==> config.mk <==
export PLATFORM = sky130hd
export DESIGN_NAME = wb_byte_master
export DESIGN_NICKNAME = d
export VERILOG_FILES = /design/src/rtl/wb_pkg.sv /design/src/rtl/wb_byte_master.sv
export SDC_FILE = /design/constraint.sdc
export NUM_CORES = 1
export LEC_CHECK = 0
export BUFFER_PORTS_ARGS = -buffer_cell sky130_fd_sc_hd__clkbuf_2
export CELL_PAD_IN_SITES_DETAIL_PLACEMENT = 0
export CELL_PAD_IN_SITES_GLOBAL_PLACEMENT = 1
export CORE_ASPECT_RATIO = 1.2
export CORE_MARGIN = 2
export CORE_UTILIZATION = 38
export CTS_CLUSTER_SIZE = 25
export DETAILED_ROUTE_END_ITERATION = 6
export GPL_TIMING_DRIVEN = 0
export PLACE_DENSITY_LB_ADDON = 0.1
export SETUP_SLACK_MARGIN = 0.5
export SYNTH_ARGS = -nofsm -noshare
export SYNTH_HDL_FRONTEND = slang
export SYNTH_SLANG_ARGS = --single-unit
==> constraint.sdc <==
create_clock -name clk -period 3.58 [get_ports clk]
set_input_delay 0.179 -clock clk [delete_from_list [all_inputs] [get_ports clk]]
set_output_delay 0.179 -clock clk [all_outputs]
set_load 0.005 [all_outputs]
==> src/rtl/wb_pkg.sv <==
// Shared definitions for the 8-bit Wishbone byte master: FSM encoding and bus widths.
package wb_pkg;

  localparam int WB_DW         = 8;
  localparam int WB_AW_DEFAULT = 10;

  typedef enum logic [1:0] {
    ST_IDLE = 2'd0,
    ST_BUS  = 2'd1,
    ST_RESP = 2'd2
  } wb_state_t;

endpackage

==> src/rtl/wb_byte_master.sv <==
// Wishbone classic-cycle master: one command in, one single-beat bus transaction,
// one response out, with a guaranteed idle cycle between strobes and a bounded ACK wait.
module wb_byte_master
  import wb_pkg::*;
#(
  parameter int AW      = WB_AW_DEFAULT,
  parameter int TIMEOUT = 15
) (
  input  logic             clk,
  input  logic             rst,
  input  logic             cmd_valid,
  output logic             cmd_ready,
  input  logic             cmd_we,
  input  logic [AW-1:0]    cmd_adr,
  input  logic [WB_DW-1:0] cmd_dat,
  output logic             rsp_valid,
  input  logic             rsp_ready,
  output logic [WB_DW-1:0] rsp_dat,
  output logic             rsp_err,
  output logic [AW-1:0]    WB_ADRo,
  output logic [WB_DW-1:0] WB_DATo,
  input  logic [WB_DW-1:0] WB_DATi,
  output logic             WB_WEo,
  output logic             WB_CYCo,
  output logic             WB_STBo,
  input  logic             WB_ACKi
);

  // The counter stays at least one bit wide so TIMEOUT = 0 still elaborates.
  localparam int            CW       = (TIMEOUT > 0) ? $clog2(TIMEOUT + 1) : 1;
  localparam logic [CW-1:0] CNT_LAST = (TIMEOUT > 0) ? CW'(TIMEOUT - 1) : '0;
  localparam logic [CW-1:0] CNT_MAX  = '1;

  wb_state_t        r_state;
  wb_state_t        w_next;
  logic [AW-1:0]    r_adr;
  logic [WB_DW-1:0] r_dat;
  logic             r_we;
  logic [CW-1:0]    r_cnt;
  logic [WB_DW-1:0] r_rsp_dat;
  logic             r_rsp_err;
  logic             w_accept;
  logic             w_timeout;

  assign w_accept  = (r_state == ST_IDLE) && cmd_valid;
  assign w_timeout = (TIMEOUT != 0) && (r_cnt == CNT_LAST);

  // NOTE: state registers use non-blocking assignments so every flop samples
  // the pre-edge values regardless of process evaluation order.
  always_ff @(posedge clk or negedge rst) begin
    if (!rst) r_state <= ST_IDLE;
    else      r_state <= w_next;
  end

  // NOTE: every combinational output gets a default first so no path leaves it
  // unassigned, which would otherwise infer a latch.
  always_comb begin
    w_next = r_state;
    unique case (r_state)
      ST_IDLE: if (cmd_valid)            w_next = ST_BUS;
      ST_BUS:  if (WB_ACKi || w_timeout) w_next = ST_RESP;
      ST_RESP: if (rsp_ready)            w_next = ST_IDLE;
      default:                           w_next = ST_IDLE;
    endcase
  end

  // Handshake and strobe outputs decode the state only, so reset drops CYC/STB at once.
  always_comb begin
    cmd_ready = 1'b0;
    rsp_valid = 1'b0;
    WB_CYCo   = 1'b0;
    WB_STBo   = 1'b0;
    unique case (r_state)
      ST_IDLE: cmd_ready = 1'b1;
      ST_BUS: begin
        WB_CYCo = 1'b1;
        WB_STBo = 1'b1;
      end
      ST_RESP: rsp_valid = 1'b1;
      default: ;
    endcase
  end

  always_ff @(posedge clk or negedge rst) begin
    if (!rst) begin
      r_adr     <= '0;
      r_dat     <= '0;
      r_we      <= 1'b0;
      r_cnt     <= '0;
      r_rsp_dat <= '0;
      r_rsp_err <= 1'b0;
    end else if (w_accept) begin
      r_adr <= cmd_adr;
      r_dat <= cmd_dat;
      r_we  <= cmd_we;
      r_cnt <= '0;
    end else if (r_state == ST_BUS) begin
      if (WB_ACKi) begin
        r_rsp_dat <= r_we ? '0 : WB_DATi;
        r_rsp_err <= 1'b0;
      end else if (w_timeout) begin
        r_rsp_dat <= '0;
        r_rsp_err <= 1'b1;
      end else if (r_cnt != CNT_MAX) begin
        r_cnt <= r_cnt + CW'(1);
      end
    end
  end

  assign WB_ADRo = r_adr;
  assign WB_DATo = r_dat;
  assign WB_WEo  = r_we;
  assign rsp_dat = r_rsp_dat;
  assign rsp_err = r_rsp_err;

endmodule

Word-level counts from Yosys, hierarchy flattened
Cells that the tools add are included.
{"block": "word_totals", "register_bits": 34, "latchBits": 0, "ram_bits": 0, "mem_bits_ro": 0, "input_bits": 32, "out_inout_bits": 32, "wordCells": 44, "mem_count": 0}
{"block": "op_classes", "add_sub_neg": 1, "mul": 0, "n_div": 0, "n_lt_le_gt_ge": 0, "n_eq_ne": 9, "shift": 0, "mux": 17, "bitwise_logic": 1, "n_reduce_logical": 9}
{"cell": "two-way mux 8 bit", "n": 3}
{"cell": "two-way mux 4 bit", "n": 5}
{"cell": "inequality test 2 bit, second input constant", "n": 4}
{"cell": "two-way mux 2 bit", "n": 3}
{"cell": "case mux 2 bit (3 select lines)", "n": 1}
{"cell": "AND reduction 3 bit", "n": 2}
{"cell": "nonzero test 2 bit", "n": 3}
{"cell": "two-way mux 1 bit", "n": 5}
{"cell": "adder 4 x 1 -> 4 bit, second input constant", "n": 1}
{"cell": "equality test 4 bit, second input constant", "n": 1}
{"cell": "inequality test 4 bit, second input constant", "n": 1}
{"cell": "AND reduction 4 bit", "n": 1}
{"cell": "equality test 2 x 1 -> 1 bit, second input constant", "n": 1}
{"cell": "equality test 2 bit, second input constant", "n": 1}
{"cell": "logical NOT 2 bit", "n": 1}
{"cell": "inequality test 2 x 1 -> 1 bit, second input constant", "n": 1}
{"cell": "logical AND 1 bit", "n": 1}
{"cell": "logical OR 1 bit", "n": 1}
{"cell": "NOT 1 bit", "n": 1}

Longest topological paths before layout
{"block": "logic_depth", "depth_word": 6, "mapped_depth": 6, "depth_no_buf": 5}

Worst setup path after synthesis
No wires, ideal clock.
{"block": "synth_path", "kind": "reg2reg", "startpoint": "register r_state[0]", "endpoint": "register r_adr[2] (netlist: WB_ADRo[2])", "setup_time_ps": 125, "arrival_ps": 1315, "t_required_ps": 3455, "path_slack_ps": 2140, "path_stages_with_launch": 4, "n_path_buf": 1, "period_less_slack_ps": 1440, "path_cell_list": "dfrtp_1 > nor3b_2 > buf_2 > mux2_2"}
{"block": "synth_via", "elab_chain_cells": 2}
{"element": "start: declaration", "line": "wb_byte_master.sv:34", "text": "wb_state_t r_state;"}
{"element": "start signal: assignment", "line": "wb_byte_master.sv:52", "text": "else r_state <= w_next;"}
{"element": "logical NOT 2 bit", "line": "wb_byte_master.sv:45", "text": "assign w_accept = (r_state == ST_IDLE) && cmd_valid;"}
{"element": "logical AND 1 bit", "line": "wb_byte_master.sv:45"}
{"element": "end signal: assignment", "line": "wb_byte_master.sv:93", "text": "r_adr <= cmd_adr;"}
{"element": "end: declaration", "line": "wb_byte_master.sv:36", "text": "logic [AW-1:0] r_adr;"}
Every way passes these cells.
A chain may end at the register's enable or synchronous reset.

Final worst setup path
{"block": "layout_path", "startpoint": "register r_state[0]", "endpoint": "register r_adr[8] (netlist: WB_ADRo[8])"}
The elaborated chain is that of the path after synthesis.

==> results.txt <==
No sink is reached through more buffers than the 2 on the longest clock path. The post-detailed-route DRC marker count came out at 0. In the synthesized netlist the dominant register cell turns out to be dfrtp_1. The number of top-level design ports is 64. The pin count of the biggest net entering global routing came out at 35. The relative slew slack is 0.431.

Across all register-to-register paths, the minimum setup slack is roughly 1.9 ns. The number of hold violations in the final report came out at 4. The area of all placed cells without fillers came out at slightly below 0.002 sq mm.

The total track usage is 0.152. Counting instances in the post-synthesis netlist gives the leading cell types as dfrtp_1, mux2_2, inv_1. In this run, distinct cell masters in the synthesized netlist total 28. The first-pass GRT wire length came out at approximately 5000 um. The clock latency at the later pin of the worst-skew pair is approximately 0.28 ns.

In this run the power spent charging and discharging nets is ~480 uW. In this run the worst hold path is classified as input port to async pin. The share of final-layout standard cells stronger than drive strength 1 came out at 0.514. The post-detailed-placement half-perimeter wirelength came out at about 2200 um. TritonCTS built the clock tree. The average detailed-routed wire length per instance came out at ~12 um. Summed over all layers, the global routing overflow is 0. In this run the vertical extent of the chip is slightly above 70 um. The worst register-to-register path ends at WB_ADRo[8]. The number of max-capacitance violations reported came out at 0.

The most common cell in the synthesized netlist is dfrtp_1. The setup-violating endpoint count in the final report is 0. The share of the Yosys chip area taken by registers is 0.589. The checks that failed: hold timing. The worst setup slack after layout is roughly 1.9 ns.

Overall power consumption after layout is estimated at ~1.6 mW. On the worst path, the slowest cell contributes a delay of about 0.43 ns. The antenna diode count is 0. On the final layout, the worst clock skew is between 0.007 and 0.008 ns. The synthesized area per cell is around 13 sq um. The total nets after synthesis is approximately 150. For this configuration, the core starts out at a cell density of 0.398.

In the final timing run, aggregate negative setup slack is 0 ns. For the worst flop-to-flop path, the logic depth is 3. The synthesized instance count came out at between 100 and 150. The final period demand of the worst path came out at about 1.7 ns. The Yosys step of the flow raised 0 warnings. The run finished, with violations left. The CTS H-tree depth came out at 2. The area after detailed placement is between 0.0015 and 0.002 sq mm.

The synthesized cell area is about 0.0014 sq mm. The final design utilization is 0.532. The via count is 1069. The tree is rooted in a clkbuf_8.

In this run the horizontal extent of the chip is about 60 um. The design internal power came out at about 1.1 mW. After synthesis, the share of flip-flops with an asynchronous set or reset is 1.00.

The critical path in this run is classified as register to register. The floorplan has 24 rows. After detailed placement, the design holds a cell count of about 230. The part of the cycle the worst path needs is 0.461. The clock buffer count from CTS came out at 5.

The total count of max-transition violations in the final report came out at 0. The via count of the first global-routing pass came out at 1124. The worst-case hold slack came out at -0.00108 ns. The filler cell count is ~350. The average vias per placed instance is about 4.5. The final wirelength is between 2000 and 3000 um. The share of synthesized area in the top cell type comes to 0.589. The arrival time of the worst setup path is approximately 1.8 ns. The sort of element at the start of the critical path is a register. The post-cts hold buffer count is 0. The die covers roughly 0.0043 sq mm.

The routability congestion estimate came out at 0.711. The number of buffers and inverters on the critical path is 1. The DRC violation total after the first TritonRoute iteration is 27. The power share of the sequential group is 0.425. The length of the first detailed-routing pass in iterations came out at 2. In this run the critical register-to-register path is launched from r_state[0].

The cell taking the most area after synthesis is dfrtp_1. Yosys attributes the largest share of cell area to dfrtp_1, mux2_2, mux2i_1. After the last flow step, the layout net total stands at approximately 220.

The number of enable-type register cells in the synthesized netlist is 0. The share of total power dissipated in combinational logic is 0.363. OpenSTA, run right after detailed placement, puts the worst setup slack at 1.90 ns. The cell area power density is 824 mW/mm^2. The fraction of power spent switching nets is 0.305. The number of antenna-violating nets in the routed design is 0.

The placeable core area is between 0.003 and 0.004 sq mm. In this run the tool buffered the top-level ports with 63 buffer cells. The static leakage power is 0.990 nW. Clock-pin slew was measured on the worst setup and hold paths at around 0.070 ns. Timing would allow up to slightly above 600 MHz. Setup repair after global routing left no endpoint under its margin. The slowest stage of the critical path is the dfrtp_1 cell. The highest net fanout along the worst path is 10. The sink count of the clock tree came out at 34. The initial antenna violation count came to 0. STA classifies the critical path endpoint as a register. Walking the worst path, the cells encountered are nor3b_2, buf_2, mux2_2. Tracing the worst setup path back leads to its startpoint at r_state[0]. On the critical path the largest part of the delay comes from flip-flops.

The worst-case vdd ir drop is 0.446 mV. The number of synthesized register bits is 34. The clock group share of total power came out at 0.213. The count of instances resized after the clock tree is built is 0. The number of setup buffers added after CTS came out at 0. The finished layout holds around 240 standard cells, fillers aside. The actual transition at the worst max-transition pin came out at 0.853 ns.

The data required time of the critical path came out at roughly 3.7 ns. The area growth from synthesis to layout came out at 33.7%.
==> power groups by stage <==
stage / Combinational, mW / Sequential (mW) / Clock, mW
3_3_place_gp: 0.576 / 0.675 / 0
6_report: 0.577 / 0.676 / 0.338
4_1_cts: 0.592 / 0.678 / 0.351
5_1_grt: 0.649 / 0.703 / 0.368
2_1_floorplan: 0.311 / 0.687 / 0
3_5_place_dp: 0.591 / 0.683 / 0
==> worst reg2reg max path, delay by kind of cell (launching register included) <==
family	cells	cell delay (ns)
buffers and inverters	1	0.33
DFF	1	0.43
and+or+nand+nor	1	0.41
muxes	1	0.37
==> layer usage <==
| layer | global-route usage | share of wire | vias to the layer above |
|---|---|---|---|
| met5 | 0 | 0 | - |
| met3 | 0.0758 | 0.11 | 2 |
| met2 | 0.239 | 0.45 | 49 |
| met4 | 0.0519 | 0.0066 | 0 |
| li1 | - | - | 516 |
| met1 | 0.179 | 0.43 | 502 |
==> cell usage in the layout (no fill, tap or decap), types with 2 or more instances in the layout <==
cell / instances
clkbuf_2: 63
dfrtp_1: 34
mux2_2: 19
inv_1: 10
mux2i_1: 9
nand2_1: 8
clkbuf_8: 5
buf_2: 3
a21oi_1: 3
nor2b_1: 2
nor3_1: 2
or3_1: 2
o21ai_0: 2
ha_1: 2
clkbuf_1: 2
==> worst max-delay path by stage <==
stage | cells past startpoint | end | slack, ns
3_5_place_dp | 3 | WB_ADRo[8] | 1.90
6_report | 3 | WB_ADRo[8] | 1.93
3_3_place_gp | 3 | WB_ADRo[5] | 1.95
4_1_cts | 3 | WB_ADRo[8] | 1.90
2_1_floorplan | 3 | WB_ADRo[2] | 2.14
5_1_grt | 3 | WB_WEo | 1.78
==> flip-flops by register name, summed over array words and instances, names as in the netlist <==
signal and cells:
WB_ADRo 10, rsp_err 1, WB_WEo 1, r_state 2, rsp_dat 8, r_cnt 4, WB_DATo 8
==> cell families after synthesis <==
family,count (synthesis),synth area share
mux,28,0.210
fa+ha+maj,2,0.0173
flops,34,0.589
buf+inv,15,0.0442
simple gates,23,0.0935
compound gates,10,0.0459
==> cell type report <==
class                   count  area (sq um)  area share
multi-input cells          63           531       0.275
clock inverters             1          30.0      0.0155
inverters                  10          37.5      0.0194
clock buffers               7          76.3      0.0395
repair buffers             63           315       0.163
flip-flops and latches     34           851       0.440
plain buffers               5          26.3      0.0136
well taps                  52          65.1      0.0337
No activity file was read; power rests on OpenSTA's default activity.
